## src/rtl/io_pkg.sv

```systemverilog
// Shared types and widths for the IO receive frame decoder and its channel register file.
package io_pkg;

  localparam int unsigned IO_CHAN_W  = 5;
  localparam int unsigned AGC_WORD_W = 15;
  localparam int unsigned BYTE_W     = 8;

  localparam logic [BYTE_W-1:0] SYNC_BYTE_DEFAULT = 8'hA5;

  typedef enum logic [2:0] {
    IDLE,
    CHAN,
    HI,
    LO,
    CSUM,
    COMMIT
  } rx_state_t;

endpackage

```

## src/rtl/io_chan_regfile.sv

```systemverilog
// IO channel register file: frame and core write ports (core wins on the same
// channel), one combinational read port.
module io_chan_regfile
  import io_pkg::*;
#(
  parameter int unsigned NUM_CHAN = 32
) (
  input  logic                  clk,
  input  logic                  rst_n,
  input  logic                  frame_we,
  input  logic [IO_CHAN_W-1:0]  frame_sel,
  input  logic [AGC_WORD_W-1:0] frame_data,
  input  logic                  core_we,
  input  logic [IO_CHAN_W-1:0]  core_sel,
  input  logic [AGC_WORD_W-1:0] core_data,
  input  logic [IO_CHAN_W-1:0]  rd_sel,
  output logic [AGC_WORD_W-1:0] rd_data
);

  logic [AGC_WORD_W-1:0] mem_q [NUM_CHAN];
  logic [AGC_WORD_W-1:0] mem_d [NUM_CHAN];

  // Core write is applied last so it overrides a frame write to the same channel.
  always_comb begin
    mem_d = mem_q;
    if (frame_we) mem_d[frame_sel] = frame_data;
    if (core_we)  mem_d[core_sel]  = core_data;
  end

  always_ff @(posedge clk or negedge rst_n) begin
    if (!rst_n) mem_q <= '{default: '0};
    else        mem_q <= mem_d;
  end

  assign rd_data = mem_q[rd_sel];

endmodule

```

## src/rtl/io_rx_frame_decoder.sv

```systemverilog
// Parses SYNC/CHAN/HI/LO serial frames into 15-bit words written to the IO channel
// file. Define IO_RX_CHECKSUM_EN to require a trailing CHAN^HI^LO checksum byte.
module io_rx_frame_decoder
  import io_pkg::*;
#(
  parameter int unsigned      NUM_CHAN       = 32,
  parameter logic [BYTE_W-1:0] SYNC_BYTE     = SYNC_BYTE_DEFAULT,
  parameter int unsigned      TIMEOUT_CYCLES = 100000
) (
  input  logic                  clock,
  input  logic                  reset_n,
  input  logic [BYTE_W-1:0]     rx_data,
  input  logic                  rx_valid,
  input  logic [IO_CHAN_W-1:0]  IO_read_sel,
  output logic [AGC_WORD_W-1:0] IO_read_data,
  input  logic                  IO_write_en,
  input  logic [IO_CHAN_W-1:0]  IO_write_sel,
  input  logic [AGC_WORD_W-1:0] IO_write_data,
  output logic                  frame_ok,
  output logic                  frame_err,
  output logic [7:0]            err_count
);

  localparam int unsigned TMO_W = $clog2(TIMEOUT_CYCLES + 1);

  rx_state_t             state_q, state_d;
  logic [IO_CHAN_W-1:0]  chan_q, chan_d;
  logic [6:0]            hi_q, hi_d;
  logic [BYTE_W-1:0]     lo_q, lo_d;
  logic [TMO_W-1:0]      tmo_q, tmo_d;
  logic                  frame_ok_q, frame_ok_d;
  logic                  frame_err_q, frame_err_d;
  logic [7:0]            err_count_q, err_count_d;
  logic                  in_frame_c;

  always_ff @(posedge clock or negedge reset_n) begin
    if (!reset_n) begin
      state_q     <= IDLE;
      chan_q      <= '0;
      hi_q        <= '0;
      lo_q        <= '0;
      tmo_q       <= '0;
      frame_ok_q  <= 1'b0;
      frame_err_q <= 1'b0;
      err_count_q <= '0;
    end else begin
      state_q     <= state_d;
      chan_q      <= chan_d;
      hi_q        <= hi_d;
      lo_q        <= lo_d;
      tmo_q       <= tmo_d;
      frame_ok_q  <= frame_ok_d;
      frame_err_q <= frame_err_d;
      err_count_q <= err_count_d;
    end
  end

  assign in_frame_c = (state_q == CHAN) || (state_q == HI) ||
                      (state_q == LO)   || (state_q == CSUM);

  always_comb begin
    state_d     = state_q;
    chan_d      = chan_q;
    hi_d        = hi_q;
    lo_d        = lo_q;
    tmo_d       = '0;
    frame_ok_d  = 1'b0;
    frame_err_d = 1'b0;
    err_count_d = err_count_q;

    case (state_q)
      // COMMIT also behaves as IDLE for a byte arriving in the same cycle.
      IDLE, COMMIT: begin
        frame_ok_d = (state_q == COMMIT);
        state_d    = (rx_valid && (rx_data == SYNC_BYTE)) ? CHAN : IDLE;
      end
      CHAN: if (rx_valid) begin
        if (rx_data[7:5] != 3'b000) begin
          frame_err_d = 1'b1;
          state_d     = IDLE;
        end else begin
          chan_d  = rx_data[4:0];
          state_d = HI;
        end
      end
      HI: if (rx_valid) begin
        if (rx_data[7]) begin
          frame_err_d = 1'b1;
          state_d     = IDLE;
        end else begin
          hi_d    = rx_data[6:0];
          state_d = LO;
        end
      end
      LO: if (rx_valid) begin
        lo_d = rx_data;
`ifdef IO_RX_CHECKSUM_EN
        state_d = CSUM;
`else
        state_d = COMMIT;
`endif
      end
`ifdef IO_RX_CHECKSUM_EN
      CSUM: if (rx_valid) begin
        if (rx_data == ({3'b000, chan_q} ^ {1'b0, hi_q} ^ lo_q)) begin
          state_d = COMMIT;
        end else begin
          frame_err_d = 1'b1;
          state_d     = IDLE;
        end
      end
`endif
      default: state_d = IDLE;
    endcase

    // Inter-byte gap limit inside a frame; any received byte restarts the count.
    if (in_frame_c && !rx_valid) begin
      if (tmo_q == TMO_W'(TIMEOUT_CYCLES - 1)) begin
        frame_err_d = 1'b1;
        state_d     = IDLE;
      end else begin
        tmo_d = tmo_q + TMO_W'(1);
      end
    end

    if (frame_err_d && (err_count_q != 8'hFF)) err_count_d = err_count_q + 8'd1;
  end

  io_chan_regfile #(
    .NUM_CHAN(NUM_CHAN)
  ) u_regfile (
    .clk       (clock),
    .rst_n     (reset_n),
    .frame_we  (state_q == COMMIT),
    .frame_sel (chan_q),
    .frame_data({hi_q, lo_q}),
    .core_we   (IO_write_en),
    .core_sel  (IO_write_sel),
    .core_data (IO_write_data),
    .rd_sel    (IO_read_sel),
    .rd_data   (IO_read_data)
  );

  assign frame_ok  = frame_ok_q;
  assign frame_err = frame_err_q;
  assign err_count = err_count_q;

endmodule
```

## config.mk

```make
export PLATFORM = sky130hd
export DESIGN_NAME = io_rx_frame_decoder
export DESIGN_NICKNAME = d
export VERILOG_FILES = /design/src/rtl/io_pkg.sv /design/src/rtl/io_chan_regfile.sv /design/src/rtl/io_rx_frame_decoder.sv
export SDC_FILE = /design/constraint.sdc
export NUM_CORES = 1
export LEC_CHECK = 0
export CELL_PAD_IN_SITES_DETAIL_PLACEMENT = 1
export CELL_PAD_IN_SITES_GLOBAL_PLACEMENT = 2
export CORE_AREA = 10 10 278 280
export DETAILED_ROUTE_END_ITERATION = 6
export DIE_AREA = 0 0 288 290
export PLACE_DENSITY = 0.87
export SLEW_MARGIN = 20
export SYNTH_ARGS = -nofsm -noshare
export SYNTH_HDL_FRONTEND = slang
export SYNTH_HIERARCHICAL = 1
export SYNTH_SLANG_ARGS = --single-unit
```

## constraint.sdc

```tcl
create_clock -name clock -period 2.35 [get_ports clock]
set_input_delay 0.235 -clock clock [delete_from_list [all_inputs] [get_ports clock]]
set_output_delay 0.235 -clock clock [all_outputs]
set_load 0.05 [all_outputs]
```

== Word level (Yosys, flattened, before mapping) ==
Index checks and enable logic that the tools add are counted.
Cells by class
  muxes and demuxes: 30
  equality and inequality tests: 8
  $add $sub $neg: 2
  bitwise gates (word level): 5
  $lt $le $gt $ge: 5
  reduce and logical (&&, ||, !) cells: 15
Operators with widths (count)
  $bwmux 480: 2
  $mux 480: 2
  $demux 15 s5: 2
  $bmux 15 s5: 1
  $mux 15: 4
  $mux 17: 2
  $ge 6x6->1 const B: 3
  $not 5->6: 3
  $add 17x1->17 const B: 1
  $eq 17x17->1 const B: 1
  $mux 3: 5
  $lt 6x1->1 const B: 2
  $pmux 3 s4: 1
  $add 8x1->8 const B: 1
  $eq 8x8->1 const B: 1
  $mux 1: 8
  $ne 8x8->1 const B: 1
  $eq 3x2->1 const B: 2
  $eq 3x3->1 const B: 2
  $reduce_and 3->1: 2
  $logic_and 1x1->1: 5
  $mux 2: 2
  $eq 3x1->1 const B: 1
  $logic_not 3->1: 1
  other kinds (7): 10
Word-level totals
  flip-flop bits (word level): 530
  logic and storage cells: 105

== Logic depth before layout (Yosys ltp) ==
  depth in word-level cells: 9
  mapped depth: 10
  gate-level depth less buffers: 7

== Hierarchy ==
Netlist, hierarchy kept.
By module, submodules not included
  io_chan_regfile: cells each 2780, area an instance 26812.0 µm², instances 1, sequential area each 12011.5 µm²
  io_rx_frame_decoder: cells each 196, area an instance 2237.1 µm², instances 1, sequential area each 1251.2 µm²

== Least setup slack after synthesis ==
No wires, ideal clock.
  path kind: register to register
  start: register state_q[1]
  end: register u_regfile/mem_q[170] (netlist name)
  required time: 2.213 ns
  period minus slack after synthesis: 2.132 ns
  library setup time: 0.137 ns
  arrival time: 1.995 ns
  buffers on the path: 3
  path slack: 0.218 ns
  cell stages (with the launch flop): 10
  path through: dfrtp_1 -> buf_6 -> nor2b_1 -> and2_1 -> or3b_1 -> buf_2 -> nor2_8 -> buf_8 -> mux2i_1 -> a21oi_1
RTL lines
  start: declaration: RTL line io_rx_frame_decoder.sv:26  | rx_state_t state_q, state_d;
  start signal: assignment: RTL line io_rx_frame_decoder.sv:47  | state_q <= state_d;
  end signal: assignment: RTL line io_chan_regfile.sv:32  | else mem_q <= mem_d;
  end: declaration: RTL line io_chan_regfile.sv:20  | logic [AGC_WORD_W-1:0] mem_q [NUM_CHAN];

== Worst setup path in the final report ==
  start: register u_regfile/mem_q[407] (netlist name)
  end: output IO_read_data[2]
Between the ends
  cells in the longest elaborated chain, start to end: 3
Ends and longest elaborated chain
  $bmux 15 s5: RTL line io_chan_regfile.sv:35  | assign rd_data = mem_q[rd_sel];
  $mux 15 (not written as such) (2 in series): RTL line io_chan_regfile.sv:35
  end: declaration: RTL line io_rx_frame_decoder.sv:15  | output logic [AGC_WORD_W-1:0] IO_read_data,
Every way passes these cells. The select of a mux whose other input is x is not followed.

==> metrics.md <==
| Metric | Value |
|---|---|
| # clock sinks | 530 |
| CTS tree | built |
| VDD IR-drop max | 555 uV |
| Status | finished, violations left |
| Yosys top cell area share | 45.7% |
| Initial DRC Count | 1,935 |
| Met3 Resource Use GR | 4.43% |
| FF-to-FF setup slack | 0.12 ns |
| Avg Cell Area, Syn | 9.76 sq um |
| 1st-pass router iterations | 5 |
| Relative slew slack | 34.0% |
| Total die area | 83,500 sq um |
| Power per cell area | 805 nW/um^2 |
| Clk buf depth | 3 |
| Synth async-reset ratio | 100% |
| Initial Utilization | 40.7% |
| H-tree depth | 2 |
| GR Layer Usage met2 | 42.7% |
| Number of global-route vias before repair | 26,100 |
| Final nets | 3,196 |
| Gr ovfl total | 0 |
| Fin util | 49.5% |
| Final hold violations | 0 |
| EDFF count, synth | 0 |
| Post-route ant nets | 0 |
| Combinational Power Share | 24.0% |
| Endpoint class of the critical path | output port |
| First-pass GRT wire length | 169 mm |
| Initial antenna violation count | 2 |
| Largest net degree at the start of global routing | 95 |
| Clock Power Share | 33.4% |
| Worst-Skew Late Latency | 0.64 ns |
| I/O pins | 62 |
| Synth Register Bits | 530 |
| Fin crit period | 2.52 ns |
| Fraction of layout cells with a size suffix above 1 | 18.4% |
| Clock Pin Slew Worst Setup and Hold Paths | 0.06 ns |
| Sequential Power Share | 42.6% |
| Gp weighted congestion | 1.01 |
| Startpoint types | flip-flop |
| Net Sw Frac | 31.4% |
| P_int | 19.5 mW |
| Final Slew Violations | 0 |
| Met1 Use GR | 33.7% |
| Avg WL per Cell | 27.2 um |
| Area contributors post-synth | dfrtp_1 46%, mux2i_1 25%, a21oi_1 4.7%, nand2_1 4.1%, o21ai_0 3.8% |
| CP Max Fanout | 2 |
| Post-DP HPWL | 74.3 mm |
| Critical path type | reg2out |
| Final instance area | 35,400 sq um |
| Synth-to-layout area growth | 21.7% |
| Net Count, Synth | 3,015 |
| Top FF cell, synth | dfrtp_1 |
| Global routing's busiest layer | met2 |
| Leakage | 15.9 nW |
| Post-route setup slack | -0.169 ns |
| # port buffers | 61 |
| Chip width | 288 um |
| Die H | 290 um |
| Non-Filler Instances | 4,154 |
| # placed instances | 4,015 |
| Synth cell types | 58 |
| Leading area contributor after synthesis | dfrtp_1 |
| Hold Path Class | in2reg |
| GRT Util Overall | 26.2% |
| Vias per cell | 5.95 |
| Skew final | 0.0208 ns |
| Mapped Cells | 2,976 |
| Cell Area, Placed | 32,700 sq um |
| Failing checks | negative setup slack |
| Synth warnings | 6 |
| Sequential fraction of the synthesis area | 45.7% |
| Cts bufs inserted | 59 |
| Setup Viol. Count Final | 15 |
| Final period utilization | 107% |
| Synthesized area | 29,000 sq um |
| Via count | 24,700 |
| Std cell rows | 98 |
| Core ar. | 71,400 sq um |
| Drt total wl | 113 mm |
| DRC viols | 0 |
| CP required | 2.12 ns |
| Fmax | 0.397 GHz |
| RSZ-0062 raised after global routing | true |
| P_sw | 8.94 mW |
| Max-cap violation count | 0 |
| Root Buffer | clkbuf_16 |
| Arr. time, crit path | 2.28 ns |
| Worst-margin pin slew | 0.990 ns |
worst paths after layout:
| check | cells past startpoint | end | from |
|---|---|---|---|
| worst max-delay path | 8 | IO_read_data[2] | u_regfile/mem_q[407] |
| worst min-delay path | 4 | u_regfile/mem_q[312] | IO_write_data[12] |
| worst max register to register | 8 | u_regfile/mem_q[254] | state_q[1] |
| worst min register to register | 2 | lo_q[7] | lo_q[7] |
| max in group asynchronous | 3 | u_regfile/mem_q[223] | reset_n |
| min in group asynchronous | 2 | u_regfile/mem_q[314] | reset_n |
layer usage:
| layer | vias up | wire length, um |
|---|---|---|
| li1 | 10800 | - |
| met1 | 12800 | 46600 |
| met2 | 852 | 53900 |
| met3 | 255 | 7080 |
| met4 | 2 | 5340 |
| met5 | - | 12 |
registers in the layout (all words and copies together) (netlist names):
register         flops
chan_q               5
err_count            8
u_regfile/mem_q    480
frame_err            1
frame_ok             1
hi_q                 7
lo_q                 8
state_q              3
tmo_q               17
power groups by stage:
stage                     registers [mW]  logic (mW)  clock network (mW)
after detailed placement            12.2        6.39                   0
after CTS                           12.1        6.63                9.62
final                               12.1        6.83                9.50
after global routing                12.3        7.26                10.0
after floorplan                     12.0        3.20                   0
after global placement              12.0        6.11                   0
logic make-up after synthesis:
logic type,Yosys count,synth area share (%)
and+or+nand+nor,759,11.6
muxes,737,25.5
AOI/OAI and AO/OA,630,11.9
DFF,530,45.7
buffers and inverters,297,4.70
xor gates and xnor gates,21,0.633
adders and majority gates,2,0.0861
cell type report:
cell class                 count  area, sq um
fill                        7825        36000
multi-input combinational   2149        14700
sequential                   530        13300
timing repair buffer         412         4150
clock buffer                  92         1790
tap                          950         1190
clock inverter                15          190
inverter                       5         18.8
antenna                        1         2.50
repair_timing:
item | 4_1_cts | 5_1_grt
hold endpoints to repair | 144 | 0
resized for setup | 64 | 20
setup endpoints to repair | 16 | 101
gates cloned | 0 | 0
hold buffers | 2 | 0
pin swaps | 20 | 21
setup buffers | 11 | 18
worst max-delay path, cell delays in order (launching register included):
cell     delay [ns]
dfrtp_1        0.39
mux2i_2        0.19
buf_4          0.18
a22o_1         0.13
nor3_1         0.06
a31oi_2        0.26
buf_4          0.18
nand3_4        0.08
buf_8          0.16
through the flow:
stage | power, mW | setup TNS [ns] | hold slack, ns | worst slack, ns
finish | 28.5 | -1.06 | 0.104 | -0.169
global route | 29.6 | -2.09 | 0.0973 | -0.240
CTS | 28.4 | -1.39 | 0.0827 | -0.238
detailed placement | 18.6 | -3.33 | 0.202 | -0.275
global placement | 18.1 | -2.60 | 0.196 | -0.250
floorplan | 15.2 | 0 | -0.0606 | 0.218
placed cells by master, fill, tap and decap left out, types with 5 or more instances in the layout:
cell type,instances
xor2_1,16
clkbuf_1,14
a22o_1,30
and3_1,5
clkbuf_8,19
nor3_1,13
buf_12,71
buf_2,12
buf_6,11
buf_8,10
xnor2_1,5
nand3_1,30
clkbuf_16,59
clkinv_2,8
nor2_4,5
mux2i_2,9
nand3_2,12
nor3_2,9
buf_4,274
a31oi_2,12
nor2_1,268
o21ai_1,25
a22oi_1,60
dfrtp_1,530
nand2_1,316
nor2_2,22
nand4_1,20
a21oi_1,274
mux2i_1,710
o21ai_0,220
mux2_2,16
clkdlybuf4s50_1,31
synth_stat cells (all sizes together), types with 16 or more instances:
| library cell | instances |
|---|---|
| a21oi | 274 |
| a22o | 30 |
| a22oi | 60 |
| a31oi | 16 |
| buf | 88 |
| clkbuf | 204 |
| dfrtp | 530 |
| mux2 | 17 |
| mux2i | 720 |
| nand2 | 320 |
| nand3 | 45 |
| nand4 | 20 |
| nor2 | 299 |
| nor3 | 22 |
| o21ai | 245 |
| xor2 | 16 |
No activity file was read; power rests on OpenSTA's default activity.
